$ cat src/rtl/barrier_ctrl.sv
// barrier_ctrl: warp barrier controller for one core.
// Tracks the warps waiting on each barrier ID and releases them together once the
// expected count has arrived. Produces the scheduler's barrier stall mask and a
// one-cycle release pulse. Killed warps are removed from every barrier.
// Optional watchdog: define BARRIER_TIMEOUT_EN to build per-barrier wait counters
// that force a release after TIMEOUT_CYCLES cycles without an arrival.
module barrier_ctrl #(
  parameter int NUM_WARPS      = 4,
  parameter int NUM_BARRIERS   = 4,
  parameter int TIMEOUT_CYCLES = 65535,
  localparam int NW_BITS = (NUM_WARPS > 1) ? $clog2(NUM_WARPS) : 1,
  localparam int NB_BITS = (NUM_BARRIERS > 1) ? $clog2(NUM_BARRIERS) : 1
) (
  input  logic                 clk,
  input  logic                 reset,
  input  logic                 bar_valid,
  output logic                 bar_ready,
  input  logic [NW_BITS-1:0]   bar_wid,
  input  logic [NB_BITS-1:0]   bar_id,
  input  logic [NW_BITS-1:0]   bar_size_m1,
  input  logic                 kill_valid,
  input  logic [NW_BITS-1:0]   kill_wid,
  output logic [NUM_WARPS-1:0] stall_mask,
  output logic                 release_valid,
  output logic [NB_BITS-1:0]   release_id,
  output logic [NUM_WARPS-1:0] release_mask,
  output logic                 err_dup,
  output logic                 err_size,
  output logic                 err_timeout
);

  if (TIMEOUT_CYCLES < 1) begin : g_bad_timeout
    $error("barrier_ctrl: TIMEOUT_CYCLES must be at least 1");
  end

  // Number of set bits in a warp mask.
  function automatic int popcount(input logic [NUM_WARPS-1:0] m);
    int c;
    c = 0;
    for (int i = 0; i < NUM_WARPS; i++) begin
      if (m[i]) c++;
    end
    return c;
  endfunction

  // Per-barrier state
  logic [NUM_WARPS-1:0]    mask_q [NUM_BARRIERS];
  logic [NUM_WARPS-1:0]    mask_d [NUM_BARRIERS];
  logic [NW_BITS-1:0]      size_q [NUM_BARRIERS];
  logic [NW_BITS-1:0]      size_d [NUM_BARRIERS];
  logic [NUM_BARRIERS-1:0] busy_q, busy_d;

  // Output registers
  logic                    rel_vld_q, rel_vld_d;
  logic [NB_BITS-1:0]      rel_id_q, rel_id_d;
  logic [NUM_WARPS-1:0]    rel_mask_q, rel_mask_d;
  logic [NUM_WARPS-1:0]    stall_q, stall_d;
  logic                    err_dup_q, err_dup_d;
  logic                    err_size_q, err_size_d;

  // Combinational helpers
  logic [NUM_WARPS-1:0]    kill_bit;
  logic [NUM_WARPS-1:0]    arr_bit;
  logic                    accept;
  logic                    arrive;
  logic [NUM_BARRIERS-1:0] hit_vec;
  logic [NW_BITS-1:0]      sz_w;
  logic                    comp_vld;
  logic [NB_BITS-1:0]      comp_id;
  logic [NUM_WARPS-1:0]    comp_mask;

`ifdef BARRIER_TIMEOUT_EN
  localparam int CNT_W = ($clog2(TIMEOUT_CYCLES + 1) > 0) ? $clog2(TIMEOUT_CYCLES + 1) : 1;
  localparam logic [CNT_W-1:0] CNT_LIMIT = CNT_W'(TIMEOUT_CYCLES - 1);

  logic [CNT_W-1:0]        cnt_q [NUM_BARRIERS];
  logic [CNT_W-1:0]        cnt_d [NUM_BARRIERS];
  logic                    pend_vld_q, pend_vld_d;
  logic [NB_BITS-1:0]      pend_id_q, pend_id_d;
  logic [NUM_WARPS-1:0]    pend_mask_q, pend_mask_d;
  logic                    err_to_q, err_to_d;
  logic                    to_vld;
  logic [NB_BITS-1:0]      to_id;
  logic [NUM_WARPS-1:0]    to_mask;

  // A held completion also blocks new arrivals until it has been emitted.
  assign bar_ready   = !rel_vld_q && !pend_vld_q;
  assign err_timeout = err_to_q;
`else
  // The cycle after a release is a bubble so consecutive barriers stay ordered.
  assign bar_ready   = !rel_vld_q;
  assign err_timeout = 1'b0;
`endif

  assign stall_mask    = stall_q;
  assign release_valid = rel_vld_q;
  assign release_id    = rel_id_q;
  assign release_mask  = rel_mask_q;
  assign err_dup       = err_dup_q;
  assign err_size      = err_size_q;

  // Next-state: apply kill, then the arrival against the post-kill masks, then the watchdog.
  always_comb begin
    kill_bit   = '0;
    arr_bit    = '0;
    hit_vec    = '0;
    sz_w       = '0;
    comp_vld   = 1'b0;
    comp_id    = bar_id;
    comp_mask  = '0;
    err_dup_d  = err_dup_q;
    err_size_d = err_size_q;
    busy_d     = busy_q;

    for (int w = 0; w < NUM_WARPS; w++) begin
      if (kill_valid && (kill_wid == NW_BITS'(w))) kill_bit[w] = 1'b1;
      if (bar_wid == NW_BITS'(w)) arr_bit[w] = 1'b1;
    end

    accept = bar_valid && bar_ready;
    // A warp killed in the same cycle it arrives never joins the barrier.
    arrive = accept && !(kill_valid && (kill_wid == bar_wid));

    // Kill removes the warp everywhere; an emptied barrier goes idle.
    for (int b = 0; b < NUM_BARRIERS; b++) begin
      mask_d[b] = mask_q[b] & ~kill_bit;
      size_d[b] = size_q[b];
      busy_d[b] = busy_q[b] && (mask_d[b] != '0);
      hit_vec[b] = arrive && (bar_id == NB_BITS'(b));
    end

    for (int b = 0; b < NUM_BARRIERS; b++) begin
      if (hit_vec[b]) begin
        sz_w = size_q[b];
        if (!busy_d[b]) begin
          size_d[b] = bar_size_m1;
          sz_w      = bar_size_m1;
          busy_d[b] = 1'b1;
        end else if (bar_size_m1 != size_q[b]) begin
          err_size_d = 1'b1;
        end

        if ((mask_d[b] & arr_bit) != '0) begin
          err_dup_d = 1'b1;
        end else if ((popcount(mask_d[b] | arr_bit) - 1) == int'(sz_w)) begin
          comp_vld  = 1'b1;
          comp_mask = mask_d[b] | arr_bit;
          mask_d[b] = '0;
          busy_d[b] = 1'b0;
        end else begin
          mask_d[b] = mask_d[b] | arr_bit;
        end
      end
    end

`ifdef BARRIER_TIMEOUT_EN
    to_vld      = 1'b0;
    to_id       = '0;
    to_mask     = '0;
    pend_vld_d  = pend_vld_q;
    pend_id_d   = pend_id_q;
    pend_mask_d = pend_mask_q;

    // Counters run while busy and restart on arrival; the lowest expired ID fires,
    // others saturate at the limit and fire on later cycles.
    for (int b = 0; b < NUM_BARRIERS; b++) begin
      if (!busy_d[b] || hit_vec[b]) begin
        cnt_d[b] = '0;
      end else if (cnt_q[b] < CNT_LIMIT) begin
        cnt_d[b] = cnt_q[b] + CNT_W'(1);
      end else begin
        cnt_d[b] = cnt_q[b];
      end

      if (!to_vld && busy_d[b] && !hit_vec[b] && (cnt_q[b] >= CNT_LIMIT)) begin
        to_vld    = 1'b1;
        to_id     = NB_BITS'(b);
        to_mask   = mask_d[b];
        mask_d[b] = '0;
        busy_d[b] = 1'b0;
        cnt_d[b]  = '0;
      end
    end

    err_to_d = err_to_q | to_vld;

    // Forced release wins the output; a simultaneous completion is parked one cycle.
    if (to_vld) begin
      rel_vld_d  = 1'b1;
      rel_id_d   = to_id;
      rel_mask_d = to_mask;
      if (comp_vld) begin
        pend_vld_d  = 1'b1;
        pend_id_d   = comp_id;
        pend_mask_d = comp_mask;
      end
    end else if (pend_vld_q) begin
      rel_vld_d  = 1'b1;
      rel_id_d   = pend_id_q;
      rel_mask_d = pend_mask_q;
      pend_vld_d = 1'b0;
    end else begin
      rel_vld_d  = comp_vld;
      rel_id_d   = comp_vld ? comp_id : '0;
      rel_mask_d = comp_mask;
    end
`else
    rel_vld_d  = comp_vld;
    rel_id_d   = comp_vld ? comp_id : '0;
    rel_mask_d = comp_mask;
`endif

    stall_d = '0;
    for (int b = 0; b < NUM_BARRIERS; b++) begin
      stall_d = stall_d | mask_d[b];
    end
  end

  // Control, mask and output registers with synchronous reset.
  always_ff @(posedge clk) begin
    if (reset) begin
      for (int b = 0; b < NUM_BARRIERS; b++) begin
        mask_q[b] <= '0;
      end
      busy_q     <= '0;
      rel_vld_q  <= 1'b0;
      rel_id_q   <= '0;
      rel_mask_q <= '0;
      stall_q    <= '0;
      err_dup_q  <= 1'b0;
      err_size_q <= 1'b0;
    end else begin
      for (int b = 0; b < NUM_BARRIERS; b++) begin
        mask_q[b] <= mask_d[b];
      end
      busy_q     <= busy_d;
      rel_vld_q  <= rel_vld_d;
      rel_id_q   <= rel_id_d;
      rel_mask_q <= rel_mask_d;
      stall_q    <= stall_d;
      err_dup_q  <= err_dup_d;
      err_size_q <= err_size_d;
    end
  end

  // Latched barrier sizes are only read while busy, so they carry no reset.
  always_ff @(posedge clk) begin
    for (int b = 0; b < NUM_BARRIERS; b++) begin
      size_q[b] <= size_d[b];
    end
  end

`ifdef BARRIER_TIMEOUT_EN
  // Watchdog counters and the parked completion.
  always_ff @(posedge clk) begin
    if (reset) begin
      for (int b = 0; b < NUM_BARRIERS; b++) begin
        cnt_q[b] <= '0;
      end
      pend_vld_q  <= 1'b0;
      pend_id_q   <= '0;
      pend_mask_q <= '0;
      err_to_q    <= 1'b0;
    end else begin
      for (int b = 0; b < NUM_BARRIERS; b++) begin
        cnt_q[b] <= cnt_d[b];
      end
      pend_vld_q  <= pend_vld_d;
      pend_id_q   <= pend_id_d;
      pend_mask_q <= pend_mask_d;
      err_to_q    <= err_to_d;
    end
  end
`endif

endmodule

$ cat config.mk
export PLATFORM = sky130hd
export DESIGN_NAME = barrier_ctrl
export DESIGN_NICKNAME = d
export VERILOG_FILES = /design/src/rtl/barrier_ctrl.sv
export SDC_FILE = /design/constraint.sdc
export NUM_CORES = 1
export LEC_CHECK = 0
export BUFFER_PORTS_ARGS = -buffer_cell sky130_fd_sc_hd__buf_2
export CAP_MARGIN = 20
export CORE_MARGIN = 2
export CORE_UTILIZATION = 61
export DETAILED_ROUTE_END_ITERATION = 10
export PLACE_DENSITY = 0.8
export SETUP_SLACK_MARGIN = 0.3
export SYNTH_ARGS = -nofsm -noshare
export SYNTH_HDL_FRONTEND = slang
export SYNTH_SLANG_ARGS = --single-unit
$ cat constraint.sdc
create_clock -name clk -period 5.97 [get_ports clk]
set_input_delay 0.597 -clock clk [delete_from_list [all_inputs] [get_ports clk]]
set_output_delay 0.597 -clock clk [all_outputs]
set_load 0.005 [all_outputs]
* After elaboration in Yosys (flattened, before gate mapping) *
Memories as Yosys holds them, arrays and structs flattened.
Index checks and enable logic that the tools add are counted.

operators by class
  add/subtract/negate cells = 16
  equal/unequal tests = 18
  mux-type cells = 143
  bitwise gates (word level) = 21
  reduce and logical (&&, ||, !) cells = 29

operator list
  kind                                                  number
  two-way mux 32 bit                                    44
  adder 32 x 2 -> 32 bit (second input constant)        12
  equality test 32 x 3 -> 1 bit                         4
  subtractor 32 x 2 -> 32 bit (second input constant)   4
  two-way mux 4 bit                                     28
  two-way mux 1 bit                                     59
  bitwise AND 4 bit                                     8
  nonzero test 4 bit                                    8
  bitwise OR 4 bit                                      7
  two-way mux 2 bit                                     12
  logical AND 1 bit                                     15
  equality test 2 bit (second input constant)           6
  inequality test 2 bit                                 4
  equality test 2 x 1 -> 1 bit (second input constant)  3
  logical NOT 2 bit                                     3
  NOT 4 bit                                             1
  bitwise OR 1 bit                                      4
  equality test 2 bit                                   1
  logical NOT 1 bit                                     2
  OR reduction 2 bit                                    1
  NOT 1 bit                                             1

word-level totals
  flip-flop bits (word level) = 17
  bits in writable memories = 24
  output and inout port bits = 15
  word-level logic and storage cells = 236
  memories = 2

memory list
  memory  depth  bits a word  read ports  clocked after Yosys merged registers in  wr ports  RTL line  source
  mask_q  4      4            4           0                                        4         47        logic [NUM_WARPS-1:0] mask_q [NUM_BARRIERS];
  size_q  4      2            4           0                                        4         49        logic [NW_BITS-1:0] size_q [NUM_BARRIERS];

* Logic depth before layout (Yosys ltp) *
  word-level depth = 37
  depth in mapped cells = 19
  gate-level depth less buffers = 17

* Worst setup path before layout *
Ideal clock, no wire load.

  path kind = input port to flip-flop
  from = input port kill_wid[0]
  to = register stall_q[0], in the netlist stall_mask[0]
  setup time = 0.134 ns
  arrival = 4.538 ns
  setup slack = 1.298 ns
  stages = 18
  buffers on the path = 2
  cell sequence = buf_2 -> or3b_1 -> clkbuf_1 -> a21oi_1 -> inv_1 -> ha_1 -> xnor2_1 -> ha_1 -> nor3_1 -> a211o_1 -> o211a_2 -> ha_1 -> nor3b_1 -> nand3_1 -> nor4_4 -> or2_2 -> nor2_1 -> or4_1

on the way
  word-level cells in the longest chain between the ends = 29
  elaborated cells on any way between the ends = 136

RTL lines
  element                         RTL line  source
  start: declaration              22        input logic [NW_BITS-1:0] kill_wid,
  logical NOT 2 bit               116       if (kill_valid && (kill_wid == NW_BITS'(w))) kill_bit[w] = 1'b1;
  logical AND 1 bit               116
  two-way mux 1 bit               116
  NOT 4 bit                       126       mask_d[b] = mask_q[b] & ~kill_bit;
  bitwise AND 4 bit               126
  bitwise OR 4 bit                145, 151
  two-way mux 1 bit               41        if (m[i]) c++;
  two-way mux 32 bit              143       if ((mask_d[b] & arr_bit) != '0) begin
  [12 not listed]                 n/a
  two-way mux 32 bit              133       if (hit_vec[b]) begin
  subtractor 32 x 2 -> 32 bit     145       end else if ((popcount(mask_d[b] | arr_bit) - 1) == int'(sz_w)) begin
  equality test 32 x 3 -> 1 bit   145
  two-way mux 4 bit               145
  two-way mux 4 bit               143
  two-way mux 4 bit               133
  bitwise OR 4 bit (2 in series)  215       stall_d = stall_d | mask_d[b];
  bitwise OR 4 bit *              215
  end signal: assignment          240       stall_q <= stall_d;
  end: declaration                57        logic [NUM_WARPS-1:0] stall_q, stall_d;

Every way passes the cells marked *; elsewhere a longest branch is shown, timed or not. The select of a mux whose other input is x is not followed.
A chain may end at the register's enable or synchronous reset.

* Worst setup path after layout *
  from = input port kill_valid
  to = register stall_q[2], in the netlist stall_mask[2]

on the way
  word-level cells in the longest chain between the ends = 28
  elaborated cells on any way between the ends = 131

RTL lines
  element                         RTL line  source
  start: declaration              21        input logic kill_valid,
  logical AND 1 bit               116
  two-way mux 1 bit               116
  NOT 4 bit                       126
  bitwise AND 4 bit               126
  bitwise OR 4 bit                145, 151
  two-way mux 1 bit               41
  two-way mux 32 bit              143
  two-way mux 32 bit              133
  [11 not listed]                 n/a
  two-way mux 32 bit              133
  subtractor 32 x 2 -> 32 bit     145
  equality test 32 x 3 -> 1 bit   145
  two-way mux 4 bit               145
  two-way mux 4 bit               143
  two-way mux 4 bit               133
  bitwise OR 4 bit (2 in series)  215
  bitwise OR 4 bit *              215

Marks and branches as above.

==> metrics.md <==
| Metric | Value |
|---|---|
| CP arrival | `5.14 ns` |
| Status | `complete, no violations` |
| Sequential share of power | `43.2%` |
| RSZ-0062 raised after global routing | `no` |
| Largest net degree at the start of global routing | `18` |
| Non-filler instance count after layout | `460` |
| Main synth FF type | `dfxtp_1` |
| Most common cell after layout, fill and taps aside | `dfxtp_1` |
| Total vias in the final route | `2,772` |
| Rows | `26` |
| Maximum clock insertion buffer count | `2` |
| Syn Std Cell Area | `3240 µm²` |
| Yosys reg bits | `41` |
| Worst Hold Class | `reg -> reg` |
| RR Endpoint | `stall_mask[2]` |
| Vias per std cell | `6.03` |
| Full die area | `5910 µm²` |
| Die Height | `76.9 µm` |
| # port buffers | `25` |
| Pre-CTS WS | `0.781 ns` |
| Core Region | `5110 µm²` |
| EDFF count, synth | `8` |
| Antenna Nets Post-Route | `0` |
| Layout cells sized above 1 | `15.6%` |
| Worst hold start | `err_dup` |
| Initial DRC Count | `267` |
| Hold Crit Depth | `2` |
| Post-synth ARST share | `0%` |
| H-Tree Depth | `2` |
| Antenna diode count | `0` |
| Hold endpoint | `err_dup` |
| Period Utilization, post-route | `83.3%` |
| Clk_lat worst skew | `0.30 ns` |
| Total Wirelength | `7.68 mm` |
| Syn Area/Cell | `8.85 µm²` |
| Clock Power Share | `26.1%` |
| Hold-fix buffers, CTS | `0` |
| Boundary Pins | `27` |
| WL per Instance | `16.7 µm` |
| CP Class | `in -> reg` |
| Register-to-Register Path Depth | `15` |
| # nets final | `420` |
| Final worst slack | `0.997 ns` |
| Most frequent cells in the layout | `dfxtp_1 (33), nand2_1 (26), a21oi_1 (25), buf_2 (25), nor2_1 (23)` |
| Yosys top cell area share | `20.4%` |
| Fmax | `201 MHz` |
| Worst-path clk slew | `0.08 ns` |
| Setup Fix Bufs, Post-CTS | `0` |
| Detail Placement HPWL | `5.91 mm` |
| Resized cells post-CTS | `0` |
| Number of antenna violations at the first check in global routing | `0` |
| DR pass1 iterations | `5` |
| R2R Setup Slk | `1.76 ns` |
| Yosys top cell by area | `dfxtp_1` |
| Slew HR | `55.0%` |
| Setup TNS | `0 ns` |
| Vias in the first global route | `2,518` |
| Crit path capture type | `flip-flop` |
| Comb pwr share | `30.8%` |
| Leak pwr | `1.49 nW` |
| P_int | `0.464 mW` |
| Worst setup SP type | `primary input` |
| Finish-stage setup viols | `0` |
| Placed Instances | `452` |
| Initial Util | `63.4%` |
| Critical Path RT | `6.14 ns` |
| Final Hold Vio Count | `0` |
| Final core utilization | `68.1%` |
| Routability cong. | `0.969` |
| Maximum VDD drop | `0.112 mV` |
| Worst Path Max Fanout | `15` |
| Clock Sinks | `41` |
| Synthesis-to-finish area growth | `7.37%` |
| Fraction of power spent switching nets | `32.1%` |
| R2r startpoint | `mask_q[2][0]` |
| Syn Inst Count | `366` |
| CTS buffer count | `5` |
| Worst Skew | `0.00387 ns` |
| Slew Limit Fails | `0` |
| Min cycle time layout | `4.97 ns` |
| Filler Cells Inserted | `425` |
| All-Layer GR Usage | `27.2%` |
| Post-synthesis sequential area ratio | `27.8%` |
| Residual DRC | `0` |
| Die width | `76.9 µm` |
| Pwr/cell area | `197 nW/µm²` |
| Synth unique cells | `68` |
| Worst slew pin tran | `0.674 ns` |
| Number of max-cap violations | `0` |
| Yosys warning count | `0` |
| Clk root buf | `clkbuf_8` |
| First-pass GRT wire length | `12.7 mm` |
| Net switching power figure | `0.220 mW` |
| Largest cells by area after synthesis | `dfxtp_1 (20%), edfxtp_1 (7.4%), ha_1 (7.3%)` |
| CTS tree | `done` |
| Grt total ovfl | `0` |
cell type report:
cell class	count	area, µm²	share of cell area [%]
Multi-Input combinational cell	294	2190	63.1
Inverter	20	75.1	2.16
Timing Repair Buffer	27	140	4.03
Sequential cell	41	901	25.9
Clock inverter	1	5.00	0.144
Clock buffer	7	76.3	2.19
Tap cell	70	87.6	2.52
metrics by stage:
stage	hold WS (ns)	total power [mW]	instance area, µm²
finish	0.522	0.684	3480
global route	0.546	0.724	3480
CTS	0.524	0.687	3480
detailed placement	0.505	0.510	3400
global placement	0.493	0.504	3400
floorplan	0.475	0.470	3250
critical path, cell delays in order:
cell and delay, ns:
buf_2 0.26, or3b_1 0.50, a21oi_1 0.30, inv_1 0.08, ha_1 0.35, xnor2_1 0.27
ha_1 0.23, nor3_1 0.06, a211o_1 0.27, o211a_2 0.16, ha_1 0.27, nor3b_1 0.18
nand3_1 0.14, nor4_4 0.58, or2_2 0.28, nor2_1 0.08, or4_1 0.52
cell families (layout without fill, tap and decap cells):
kind of cell	count (synthesis)	in the layout	share of synthesized area, %
flops	41	41	27.8
buf+inv	34	55	4.83
other cells	2	5	0.232
xor+xnor	29	29	8.69
simple gates	121	121	22.4
compound gates	97	97	20.6
fa+ha+maj	19	19	7.34
mux	23	23	8.11
cell usage after synthesis (5+ instances only):
master     n
a21o_1     8
a21oi_1   25
a22oi_1   11
a31oi_1    9
and2_1     7
buf_2      5
clkbuf_1   5
dfxtp_1   33
edfxtp_1   8
ha_1      19
inv_1     18
mux2_2     6
mux2i_1   15
nand2_1   26
nand2b_1   5
nand3_1    7
nor2_1    23
nor2b_1    7
nor3_1    10
o21ai_0   16
xnor2_1   18
xor2_1     9
worst max path at each step:
stage                startpoint            end  slack, ns  cells past startpoint
detailed placement   kill_valid  stall_mask[0]       0.78                     17
finish               kill_valid  stall_mask[2]        1.0                     17
global route         kill_valid  stall_mask[2]       0.72                     17
CTS                  kill_valid  stall_mask[2]       1.08                     17
global placement     kill_valid  stall_mask[0]       0.95                     17
floorplan           kill_wid[0]  stall_mask[0]       1.30                     18
routing by layer:
layer | track usage (%) | vias to the layer above | routed length (µm)
met5 | 0 | - | 0
met4 | 8.00 | 0 | 129
met3 | 7.18 | 14 | 544
met2 | 43.2 | 115 | 3500
met1 | 36.4 | 1265 | 3510
li1 | - | 1378 | -
power groups by stage:
stage	sequential, mW	combinational (mW)	clock [mW]
2_1_floorplan	0.300	0.169	0
3_3_place_gp	0.302	0.203	0
3_5_place_dp	0.301	0.208	0
4_1_cts	0.295	0.210	0.182
5_1_grt	0.296	0.237	0.191
6_report	0.295	0.210	0.178
sequential cells by signal, indices dropped and copies added, names as in the netlist:
name,count
mask_q,16
size_q,8
busy_q,4
release_mask,4
stall_mask,4
release_id,2
err_dup,1
err_size,1
release_valid,1
(Power assumes the default switching activity.)
